### src/rtl/wb_pkg.sv
// Shared definitions for the register write-back sequencer: write-data source
// codes and the sequencer state encoding.
package wb_pkg;

    typedef logic [3:0] wb_src_t;

    localparam wb_src_t SRC_ALU      = 4'd0;
    localparam wb_src_t SRC_HILO     = 4'd1;
    localparam wb_src_t SRC_SEXT1    = 4'd2;
    localparam wb_src_t SRC_SHIFT    = 4'd3;
    localparam wb_src_t SRC_LOAD     = 4'd4;
    localparam wb_src_t SRC_LUI      = 4'd5;
    localparam wb_src_t SRC_CONST227 = 4'd6;
    localparam wb_src_t SRC_XCHG     = 4'd7;
    localparam wb_src_t SRC_REGA     = 4'd8;
    localparam wb_src_t SRC_MAX      = 4'd8;

    typedef enum logic [1:0] {
        StIdle   = 2'd0,
        StWait   = 2'd1,
        StWrite1 = 2'd2,
        StWrite2 = 2'd3
    } wb_state_e;

endpackage

### src/rtl/wb_wait_timer.sv
// WAIT-state timeout counter. Holds at zero while not running, so it restarts
// on every WAIT entry; expired is high in the last allowed WAIT cycle.
module wb_wait_timer #(
    parameter int unsigned TIMEOUT_CYCLES = 64
) (
    input  logic clk,
    input  logic reset,
    input  logic run,
    output logic expired
);

    localparam int unsigned CntW = (TIMEOUT_CYCLES > 1) ? $clog2(TIMEOUT_CYCLES) : 1;

    logic [CntW-1:0] count_q;

    always_ff @(posedge clk or negedge reset) begin
        if (!reset) begin
            count_q <= '0;
        end else if (!run) begin
            count_q <= '0;
        end else if (!expired) begin
            count_q <= count_q + 1'b1;
        end
    end

    assign expired = run && (count_q == CntW'(TIMEOUT_CYCLES - 1));

endmodule

### src/rtl/regwrite_sequencer.sv
// Register-file write-back sequencer: single writes, writes gated by a
// multicycle unit, and the two-write XCHG. Define WB_TIMEOUT_EN to abort WAIT.
module regwrite_sequencer
    import wb_pkg::*;
#(
    parameter int unsigned TIMEOUT_CYCLES = 64
) (
    input  logic       clk,
    input  logic       reset,
    input  logic       wb_req,
    input  logic [3:0] wb_src,
    input  logic [4:0] wb_dst,
    input  logic [4:0] wb_dst2,
    input  logic       wb_xchg,
    input  logic       wb_wait,
    input  logic       unit_done,
    output logic [3:0] RegData,
    output logic [4:0] WriteReg,
    output logic       RegWrite,
    output logic       wb_busy,
    output logic       wb_ack,
    output logic       wb_err
);

    wb_state_e state_q, state_d;
    wb_src_t   src_q, src_d;
    logic [4:0] dst_q, dst_d;
    logic [4:0] dst2_q, dst2_d;
    logic       xchg_q, xchg_d;
    logic       err_q, err_d;
    logic       timeout_hit;
    logic       write_cycle;

`ifdef WB_TIMEOUT_EN
    logic timer_expired;

    wb_wait_timer #(
        .TIMEOUT_CYCLES(TIMEOUT_CYCLES)
    ) u_wait_timer (
        .clk    (clk),
        .reset  (reset),
        .run    (state_q == StWait),
        .expired(timer_expired)
    );

    // A result arriving in the last allowed cycle still wins over the abort.
    assign timeout_hit = timer_expired & ~unit_done;
`else
    logic unused_timeout;
    assign unused_timeout = ^TIMEOUT_CYCLES;
    assign timeout_hit    = 1'b0;
`endif

    always_ff @(posedge clk or negedge reset) begin
        if (!reset) begin
            state_q <= StIdle;
            src_q   <= '0;
            dst_q   <= '0;
            dst2_q  <= '0;
            xchg_q  <= 1'b0;
            err_q   <= 1'b0;
        end else begin
            state_q <= state_d;
            src_q   <= src_d;
            dst_q   <= dst_d;
            dst2_q  <= dst2_d;
            xchg_q  <= xchg_d;
            err_q   <= err_d;
        end
    end

    always_comb begin
        state_d = state_q;
        src_d   = src_q;
        dst_d   = dst_q;
        dst2_d  = dst2_q;
        xchg_d  = xchg_q;
        err_d   = 1'b0;
        unique case (state_q)
            StIdle: begin
                if (wb_req) begin
                    src_d  = wb_src;
                    dst_d  = wb_dst;
                    dst2_d = wb_dst2;
                    xchg_d = wb_xchg;
                    if (wb_src > SRC_MAX) begin
                        err_d = 1'b1;
                    end else if (wb_wait) begin
                        state_d = StWait;
                    end else begin
                        state_d = StWrite1;
                    end
                end
            end
            StWait: begin
                if (unit_done) begin
                    state_d = StWrite1;
                end else if (timeout_hit) begin
                    state_d = StIdle;
                    err_d   = 1'b1;
                end
            end
            StWrite1: state_d = xchg_q ? StWrite2 : StIdle;
            StWrite2: state_d = StIdle;
            default:  state_d = StIdle;
        endcase
    end

    always_comb begin
        RegData     = '0;
        WriteReg    = '0;
        write_cycle = 1'b0;
        wb_ack      = 1'b0;
        unique case (state_q)
            StWrite1: begin
                WriteReg    = dst_q;
                write_cycle = 1'b1;
                if (xchg_q) begin
                    RegData = SRC_XCHG;
                end else begin
                    RegData = src_q;
                    wb_ack  = 1'b1;
                end
            end
            StWrite2: begin
                RegData     = SRC_REGA;
                WriteReg    = dst2_q;
                write_cycle = 1'b1;
                wb_ack      = 1'b1;
            end
            default: ;
        endcase
    end

    // $0 is hardwired; suppress the enable but keep the sequence timing.
    assign RegWrite = write_cycle && (WriteReg != 5'd0);
    assign wb_busy  = (state_q != StIdle);
    assign wb_err   = err_q;

endmodule

### config.mk
export PLATFORM = sky130hd
export DESIGN_NAME = regwrite_sequencer
export DESIGN_NICKNAME = d
export VERILOG_FILES = /design/src/rtl/wb_pkg.sv /design/src/rtl/wb_wait_timer.sv /design/src/rtl/regwrite_sequencer.sv
export SDC_FILE = /design/constraint.sdc
export NUM_CORES = 1
export LEC_CHECK = 0
export ABC_AREA = 0
export BUFFER_PORTS_ARGS = -buffer_cell sky130_fd_sc_hd__buf_2
export CAP_MARGIN = 20
export CORE_ASPECT_RATIO = 0.9
export CORE_MARGIN = 2
export CORE_UTILIZATION = 47
export DETAILED_ROUTE_END_ITERATION = 12
export PLACE_DENSITY = 0.81
export SLEW_MARGIN = 20
export SYNTH_ARGS = -nofsm -noshare
export SYNTH_HDL_FRONTEND = slang
export SYNTH_HIERARCHICAL = 1
export SYNTH_SLANG_ARGS = --single-unit
### constraint.sdc
create_clock -name clk -period 1.85 [get_ports clk]
set_clock_uncertainty 0.2 [all_clocks]
set_input_delay 0.0925 -clock clk [delete_from_list [all_inputs] [get_ports clk]]
set_output_delay 0.0925 -clock clk [all_outputs]
set_load 0.005 [all_outputs]
==> results of run 1 <==
## kinds of logic after synthesis
| group | Yosys count | share of synthesized area [%] |
|---|---|---|
| multiplexers | 20 | 28.2 |
| flip-flops | 18 | 49.5 |
| buffers and inverters | 8 | 7.42 |
| AO/OA/AOI/OAI | 7 | 5.63 |
| AND/OR/NAND/NOR | 18 | 9.34 |
## path summary, 6_finish.rpt
kind                                         from                endpoint  slack, ns  cells past startpoint
hold / removal                              reset   dst2_q[0]$_DFFE_PN0P_       0.04                      2
hold reg to reg              dst_q[0]$_DFFE_PN0P_    dst_q[0]$_DFFE_PN0P_       0.32                      1
max in group asynchronous                   reset  state_q[0]$_DFFE_PN0P_       1.10                      2
setup / recovery           state_q[0]$_DFFE_PN0P_                RegWrite      -0.15                      4
setup reg to reg           state_q[0]$_DFFE_PN0P_    dst_q[1]$_DFFE_PN0P_       0.09                      4
min in group clk             dst_q[0]$_DFFE_PN0P_    dst_q[0]$_DFFE_PN0P_       0.32                      1
## layout by cell type, fill, tap and decap left out
cell,instances
mux2i_1,5
clkbuf_4,3
nand3_1,1
inv_1,2
buf_4,1
nor2_1,11
dfrtp_1,17
dfrtp_2,1
mux2_4,10
and3_4,1
o31ai_1,1
o221ai_1,2
o2111ai_1,1
a21oi_1,2
buf_2,32
or4_1,1
nand2_1,3
dlygate4sd3_1,19
inv_6,1
o21a_1,1
mux2_2,5
clkbuf_8,1
inv_2,1
nor4b_1,1
## metal layers
layer  part of all wire [%]  wire (um)  vias up  track usage, %
met5                      0          0        -               0
met4                    4.5         90        0            10.8
met3                    7.2        144       13            6.91
met2                     47        931       36            33.2
met1                     41        821      350            21.7
li1                       -          -      354               -
## state kept, by name, indices dropped and copies added, names as in the netlist
register,flops
dst_q,5
xchg_q,1
state_q,2
src_q,4
wb_err,1
dst2_q,5
## metrics by stage
step	hold slack, ns	worst slack, ns	power (mW)	setup TNS, ns	util, %
4_1_cts	0.0500	-0.150	1.79	-0.150	68.7
6_report	0.0449	-0.154	1.78	-0.154	68.7
3_3_place_gp	-0.159	0.114	1.47	0	56.6
2_1_floorplan	-0.403	0.270	1.31	0	-
3_5_place_dp	-0.154	0.0704	1.51	0	56.6
5_1_grt	0.0844	-0.197	1.90	-0.197	68.7
## repair_timing
action	CTS	global route
setup buffers	0	0
hold endpoints to repair	36	0
pin swaps	0	0
hold buffers	19	0
resized for setup	2	0
setup endpoints to repair	1	1
## where the power goes
part	switching (mW)	leakage, nW	internal [mW]
clock	0.120	0.0210	0.120
combinational	0.325	0.407	0.478
sequential	0.152	0.213	0.585
## critical path, cell delays in order, from the launching register on
cell     delay, ns
dfrtp_2       0.47
mux2i_1       0.22
nor2_1        0.07
or4_1         0.52
buf_2         0.14
## area by class of cell
class,instances,area (sq um),share of cell area (%)
clock buffers,4,36.3,2.81
flip-flops and latches,18,452,35.0
inverters,4,20.0,1.55
multi-input cells,45,393,30.5
repair buffers,52,358,27.7
well taps,25,31.3,2.42
## cells in the mapped netlist
| cell type | number |
|---|---|
| o21a_1 | 1 |
| mux2_2 | 5 |
| nand3_1 | 1 |
| o31ai_1 | 1 |
| mux2i_1 | 5 |
| a21oi_1 | 2 |
| o221ai_1 | 2 |
| buf_2 | 1 |
| and3_4 | 1 |
| mux2_4 | 10 |
| dfrtp_1 | 18 |
| buf_12 | 1 |
| or4_1 | 1 |
| buf_6 | 2 |
| nor2_1 | 11 |
| inv_1 | 3 |
| o2111ai_1 | 1 |
| nor4b_1 | 1 |
| inv_6 | 1 |
| nand2_1 | 3 |
==> results.json, run 1 <==
{
  "tightest_slew_ns": 0.400,
  "start_util_pct": 48.5,
  "final_cells": 148,
  "setup_viol": 1,
  "core-area_sq_um": 1880,
  "nets": 144,
  "drcViolationCount": 0,
  "cp-end-kind": "output pin",
  "maxCapViolations": 0,
  "required_ns": 1.56,
  "ys_types": 20,
  "max_slew_margin_pct": 73.0,
  "antenna_found_initial": 0,
  "power_density_nw_per_um2": 1380,
  "num_rows": 15,
  "gp_congestion": 0.829,
  "drt-initial-drc-count": 4,
  "num_vias": 753,
  "num_antenna_cells": 0,
  "worstPathMaxFanout": 6,
  "syn-num-nets": 91,
  "cts_tree": "built",
  "syn_area_per_cell_sq_um": 12.8,
  "finalHoldViolations": 0,
  "htree_levels": 1,
  "firstDrtPassIters": 4,
  "grt_start_max_net_pins": 19,
  "grt_pass1_wl_um": 3250,
  "die-area_sq_um": 2310,
  "path_class": "reg2out",
  "postSynthCellCount": 71,
  "drtAntennaViolNets": 0,
  "hpwl_um": 1340,
  "critPathLaunchType": "register",
  "die_height_um": 45.8,
  "yosysTopAreaCell": "dfrtp_1",
  "arrival_ns": 1.71,
  "drive_gt1_share_pct": 45.5,
  "grt_pass1_vias": 790,
  "grt_use_total_pct": 19.5,
  "dp.cells": 125,
  "fillers": 147,
  "fin_area_sq_um": 1290,
  "clk_latency_ns": 0.29,
  "cts.sinks": 18,
  "placed_area_sq_um": 1060,
  "routed_wl_um": 1990,
  "wl_per_cell_um": 13.4,
  "status": "finished, violations left",
  "viasPerCell": 5.09,
  "hold_path_class": "in2async",
  "numCtsBuffers": 3,
  "ys_seq_area_share_pct": 49.5,
  "period_needed_ns": 2.00,
  "rsz0062_at_grt": "true",
  "io_buffers": 32,
  "ios": 33,
  "synth_area_leaders": "dfrtp_1, mux2_4, mux2_2",
  "max_freq_mhz": 499,
  "ir_worst_vdd_mv": 0.896,
  "fp.dieW_um": 50.4,
  "root_buffer": "clkbuf_4",
  "fin_crit_sh_pct": 108,
  "failed_checks": "negative setup slack",
  "cts.path.max_buffers": 2,
  "fin_ws_ns": -0.154,
  "grt_remaining_overflow": 0,
  "power_leakage_nw": 0.641,
  "clkTransAtPathRegs_ns": 0.10,
  "area_growth_pct": 41.6,
  "ys_seq_elements": 18,
  "syn-cell-area_sq_um": 911,
  "yosys_warnings": 6,
  "synth_top_area_share_pct": 49.5,
  "drv_slew": 0
}
(Power assumes the default switching activity.)
==> inputs of run 2 (changes only) <==
--- a/config.mk
+++ b/config.mk
@@ -10,9 +10,10 @@
 export CAP_MARGIN = 20
 export CORE_ASPECT_RATIO = 0.9
 export CORE_MARGIN = 2
-export CORE_UTILIZATION = 47
+export CORE_UTILIZATION = 43
 export DETAILED_ROUTE_END_ITERATION = 12
-export PLACE_DENSITY = 0.81
+export PLACE_DENSITY = 0.79
+export SETUP_SLACK_MARGIN = 0.1
 export SLEW_MARGIN = 20
 export SYNTH_ARGS = -nofsm -noshare
 export SYNTH_HDL_FRONTEND = slang
==> constraint.sdc (replaced) <==
create_clock -name clk -period 1.8 [get_ports clk]
set_clock_uncertainty 0.2 [all_clocks]
set_input_delay 0.09 -clock clk [delete_from_list [all_inputs] [get_ports clk]]
set_output_delay 0.09 -clock clk [all_outputs]
set_load 0.005 [all_outputs]
==> run 2 against run 1 <==
Against the previous run: the run still ends with negative setup slack left; via count increased by 2.1%; wire length is 14% higher; count of clock-buffer cells in the layout unchanged; sequential power up 3.3%; sequential cell count unchanged; critical path depth is 3 higher; non-clock buffer count up 5; worst hold slack got worse by 0.012 ns; clock power rose by 7%; core utilization increased by 1.8 points.
==> results.json, run 2 (synthesis results as in run 1) <==
{
  "fillers": 141,
  "num_antenna_cells": 0,
  "cp-end-kind": "register",
  "worstPathMaxFanout": 7,
  "maxCapViolations": 0,
  "hold_path_class": "in2async",
  "hpwl_um": 1410,
  "antenna_found_initial": 0,
  "arrival_ns": 2.01,
  "fp.dieW_um": 52.5,
  "ir_worst_vdd_mv": 0.887,
  "firstDrtPassIters": 4,
  "mostFrequentLayoutCells": "buf_2, dlygate4sd3_1, dfrtp_1, mux2_4, nor2_1",
  "max_slew_margin_pct": 72.1,
  "seqPwrFrac_pct": 37.8,
  "drcViolationCount": 0,
  "numCtsBuffers": 3,
  "met1Wirelength_um": 963,
  "drtAntennaViolNets": 0,
  "status": "finished, violations left",
  "cts_tree": "built",
  "failed_checks": "negative setup slack",
  "multiInputGateArea_sq_um": 423,
  "cts.path.max_buffers": 2,
  "power_density_nw_per_um2": 1460,
  "path_class": "reg2reg",
  "grt_start_max_net_pins": 19,
  "period_needed_ns": 2.02,
  "cpLargestDelayFamily": "buffers and inverters",
  "core-area_sq_um": 1950,
  "reg_top3": "dst2_q: 5 flops, dst_q: 5 flops, src_q: 4 flops",
  "p_int_mw": 1.34,
  "grt_remaining_overflow": 0,
  "viasPerCell": 4.99,
  "die_height_um": 47.7,
  "required_ns": 1.79,
  "io_buffers": 32,
  "layout_commonest_cell": "buf_2",
  "grt_pass1_wl_um": 3210,
  "setup_viol": 22,
  "finalHoldViolations": 0,
  "tightest_slew_ns": 0.419,
  "netSwitchingFraction_pct": 33.3,
  "pre_cts_ws_ns": 0.00997,
  "num_rows": 15,
  "rsz0062_at_grt": "true",
  "grt_pass1_vias": 748,
  "top_layer_used": "met4",
  "area_growth_pct": 51.2,
  "cp_num_buf_inv": 5,
  "gp_congestion": 0.747,
  "max_freq_mhz": 496,
  "cts.sinks": 18,
  "p_comb_share_pct": 49.5,
  "path_cells": "buf_4 -> buf_6 -> buf_6 -> buf_12 -> inv_6 -> and3_2 -> mux2_4",
  "seqCellArea_sq_um": 452,
  "cp_common_cell": "buf_6",
  "fin_crit_sh_pct": 112,
  "clk_latency_ns": 0.30,
  "ios": 33,
  "start_util_pct": 46.7,
  "met3WireLength_um": 140,
  "dr_wl_met2_um": 1110,
  "power_leakage_nw": 0.697,
  "nets": 150,
  "die-area_sq_um": 2500,
  "drv_slew": 0,
  "wl_per_cell_um": 14.7,
  "critPathLaunchType": "register",
  "drt-initial-drc-count": 11,
  "root_buffer": "clkbuf_4",
  "fin_ws_ns": -0.216,
  "htree_levels": 1,
  "cpMaxStageDelayCell": "dfrtp_2",
  "finalSetupTns_ns": -3.34,
  "clock_power_share_pct": 12.7,
  "drive_gt1_share_pct": 48.1,
  "cpPeakStageDelay_ns": 0.49,
  "routed_wl_um": 2270,
  "grt_use_total_pct": 18.8,
  "switchingPower_mw": 0.669,
  "clkTransAtPathRegs_ns": 0.11,
  "num_vias": 769
}
run 2: cell types whose count changed in the layout (fill, tap and decap cells not counted), moves of 2 or more:
cell | previous run | this run
buf_4 | 1 | 3
buf_6 | 0 | 2
mux2_2 | 5 | 0
mux2_4 | 10 | 15
run 2: power groups by stage:
| stage | registers [mW] | logic (mW) | clock network, mW |
|---|---|---|---|
| 3_5_place_dp | 0.761 | 0.841 | 0 |
| 6_report | 0.760 | 0.995 | 0.256 |
| 4_1_cts | 0.753 | 0.911 | 0.252 |
| 5_1_grt | 0.789 | 1.08 | 0.277 |
| 3_3_place_gp | 0.753 | 0.814 | 0 |
| 2_1_floorplan | 0.693 | 0.657 | 0 |
run 2: stage by stage:
stage	hold WS, ns	utilization [%]	power, mW	cells	area, sq um
6_report	0.0324	70.6	2.01	154	1380
5_1_grt	0.0681	70.6	2.15	154	1380
4_1_cts	0.0586	68.5	1.92	152	1340
3_5_place_dp	-0.155	55.8	1.60	127	1090
3_3_place_gp	-0.166	55.8	1.57	127	1090
2_1_floorplan	-0.406	-	1.35	71	911
run 2: final timing paths:
path,from,to,slack (ns),depth (start not counted)
max reg2reg,state_q[0]$_DFFE_PN0P_,dst2_q[1]$_DFFE_PN0P_,-0.22,7
min,reset,src_q[2]$_DFFE_PN0P_,0.03,2
min in group clk,state_q[1]$_DFFE_PN0P_,wb_err$_DFF_PN0_,0.32,1
max,state_q[0]$_DFFE_PN0P_,dst2_q[1]$_DFFE_PN0P_,-0.22,7
max in group asynchronous,reset,state_q[0]$_DFFE_PN0P_,1.04,2
min reg2reg,state_q[1]$_DFFE_PN0P_,wb_err$_DFF_PN0_,0.32,1
run 2: repair_timing:
action | CTS | global route
resized for setup | 2 | 7
hold buffers | 19 | 0
endpoints found under the setup margin | 17 | 23
hold endpoints to repair | 36 | 0
pin swaps | 2 | 2
gates cloned | 0 | 1
buffers inserted | 2 | 1
run 2: layout make-up:
class / count / area share, %
clock buffer: 4 / 2.63
timing repair buffer: 57 / 30.2
sequential: 18 / 32.8
tap: 25 / 2.27
multi-input combinational: 46 / 30.7
inverter: 4 / 1.45
run 2: layer usage:
metal  GRT usage (%)  up-vias
li1                -      371
met1            21.5      360
met2            31.5       32
met3            6.25        6
met4            11.3        0
met5               0        -
==> inputs of run 3 (changes only) <==
--- a/config.mk
+++ b/config.mk
@@ -13,7 +13,7 @@
 export CORE_UTILIZATION = 43
 export DETAILED_ROUTE_END_ITERATION = 12
 export PLACE_DENSITY = 0.79
-export SETUP_SLACK_MARGIN = 0.1
+export RECOVER_POWER = 50
 export SLEW_MARGIN = 20
 export SYNTH_ARGS = -nofsm -noshare
 export SYNTH_HDL_FRONTEND = slang
==> run 3 against run 2 <==
Against the previous run: critical endpoint is now RegWrite; final cell count fell by 1.9%; critical path type is now reg2out; die area unchanged; the run still ends with negative setup slack left; clock power shrank 7%.
==> results.json, run 3 (synthesis results as in run 1) <==
{
  "met3_usage_pct": 5.31,
  "arrival_ns": 1.69,
  "finalHoldViolations": 0,
  "grt_start_max_net_pins": 19,
  "io_buffers": 32,
  "grt_remaining_overflow": 0,
  "cts_tree": "built",
  "die-area_sq_um": 2500,
  "period_needed_ns": 1.98,
  "worstPathMaxFanout": 7,
  "met1_usage_pct": 20.7,
  "fin_ws_ns": -0.176,
  "cpLargestDelayFamily": "simple AND/OR/NAND/NOR gates",
  "num_rows": 15,
  "hold_path_class": "in2async",
  "cts.sinks": 18,
  "cts.path.max_buffers": 2,
  "critPathLaunchType": "register",
  "wl_per_cell_um": 13.2,
  "drv_slew": 0,
  "drtAntennaViolNets": 0,
  "start_util_pct": 46.7,
  "area_growth_pct": 45.7,
  "failed_checks": "negative setup slack",
  "root_buffer": "clkbuf_4",
  "clock_power_share_pct": 12.7,
  "core-area_sq_um": 1950,
  "clkTransAtPathRegs_ns": 0.10,
  "busiest_layer": "met2",
  "hpwl_um": 1410,
  "drt-initial-drc-count": 8,
  "status": "finished, violations left",
  "use_met2_pct": 31.3,
  "cp-end-kind": "output pin",
  "cpPeakStageDelay_ns": 0.51,
  "layout_commonest_cell": "buf_2",
  "netSwitchingFraction_pct": 32.6,
  "grt_use_total_pct": 17.9,
  "seqPwrFrac_pct": 40.1,
  "ios": 33,
  "rsz0062_at_grt": "true",
  "setup_viol": 13,
  "viasPerCell": 4.82,
  "p_comb_share_pct": 47.2,
  "grt_pass1_vias": 719,
  "p_int_mw": 1.27,
  "maxCapViolations": 0,
  "num_antenna_cells": 0,
  "placed_area_sq_um": 1090,
  "required_ns": 1.51,
  "max_slew_margin_pct": 34.6,
  "num_vias": 728,
  "numCtsBuffers": 3,
  "firstDrtPassIters": 4,
  "antenna_found_initial": 0,
  "fp.dieW_um": 52.5,
  "htree_levels": 1,
  "cpMaxStageDelayCell": "or4_1",
  "switchingPower_mw": 0.614,
  "path_cells": "mux2i_1 -> nor2_1 -> or4_1 -> buf_2",
  "clk_latency_ns": 0.28,
  "path_class": "reg2out",
  "reg_top3": "dst2_q: 5 flops, dst_q: 5 flops, src_q: 4 flops",
  "gp_congestion": 0.747,
  "power_density_nw_per_um2": 1420,
  "cp_num_buf_inv": 1,
  "hold_slack_ns": 0.271,
  "drcViolationCount": 0,
  "routed_wl_um": 1990,
  "ir_worst_vdd_mv": 0.826,
  "finalSetupTns_ns": -0.455,
  "grt_pass1_wl_um": 3110,
  "die_height_um": 47.7,
  "pre_cts_ws_ns": 0.00997,
  "max_freq_mhz": 506,
  "fin_crit_sh_pct": 110,
  "power_leakage_nw": 0.657,
  "drive_gt1_share_pct": 46.0,
  "fin_area_sq_um": 1330,
  "mostFrequentLayoutCells": "buf_2, dlygate4sd3_1, dfrtp_1, nor2_1, mux2_4",
  "tightest_slew_ns": 0.981,
  "nets": 147
}
==> run 3: cell count changes in the layout (fill, tap and decap cells not counted) <==
cell	delta
mux2_2	+5
mux2_4	-5
buf_6	-2
and3_2	-1
buf_2	-1
clkbuf_1	+1
==> run 3: per-stage QoR <==
step	std cells	util (%)	total power [mW]
after global placement	127	55.8	1.57
after floorplan	71	-	1.35
after CTS	151	67.9	1.90
after detailed placement	127	55.8	1.60
after global routing	151	68.0	2.03
final	151	68.0	1.88
==> run 3: worst paths after layout <==
path	start	endpoint	slack, ns	cells past startpoint
worst max-delay path	state_q[0]$_DFFE_PN0P_	RegWrite	-0.18	4
worst min-delay path	reset	src_q[2]$_DFFE_PN0P_	0.27	2
worst max register to register	state_q[0]$_DFFE_PN0P_	dst_q[0]$_DFFE_PN0P_	-0.05	5
worst min register to register	state_q[1]$_DFFE_PN0P_	wb_err$_DFF_PN0_	0.31	1
max in group asynchronous	reset	state_q[0]$_DFFE_PN0P_	0.47	2
min in group clk	state_q[1]$_DFFE_PN0P_	wb_err$_DFF_PN0_	0.31	1
==> run 3: cell type report <==
cell class	instances	area (sq um)
Timing Repair Buffer	55	392
Multi-Input combinational cell	45	397
Fill cell	151	624
Inverter	4	20.0
Clock buffer	4	36.3
Sequential cell	18	452
Tap cell	25	31.3
==> run 3: worst register-to-register path, delay by kind of cell (launching register included) <==
kind	cells	cell delay, ns
simple gates	1	0.35
mux	1	0.37
flops	1	0.49
buf+inv	3	0.35
==> run 3: power by group through the flow <==
stage	sequential (mW)	clock [mW]	combinational, mW
final	0.755	0.239	0.888
after global routing	0.783	0.271	0.972
after CTS	0.753	0.252	0.893
after detailed placement	0.761	0	0.841
after global placement	0.753	0	0.814
after floorplan	0.693	0	0.657
==> run 3: routing by layer <==
| metal | part of all wire (%) | up-vias |
|---|---|---|
| li1 | - | 357 |
| met1 | 42 | 343 |
| met2 | 50 | 24 |
| met3 | 6.0 | 4 |
| met4 | 1.9 | 0 |
| met5 | 0 | - |
==> run 3: repair_timing <==
| action | in CTS | in global routing |
|---|---|---|
| hold endpoints to repair | 36 | 0 |
| endpoints found under the setup margin | 6 | 17 |
| setup buffers | 1 | 0 |
| pin swaps | 0 | 0 |
| resized for setup | 1 | 1 |
| hold buffers | 19 | 0 |
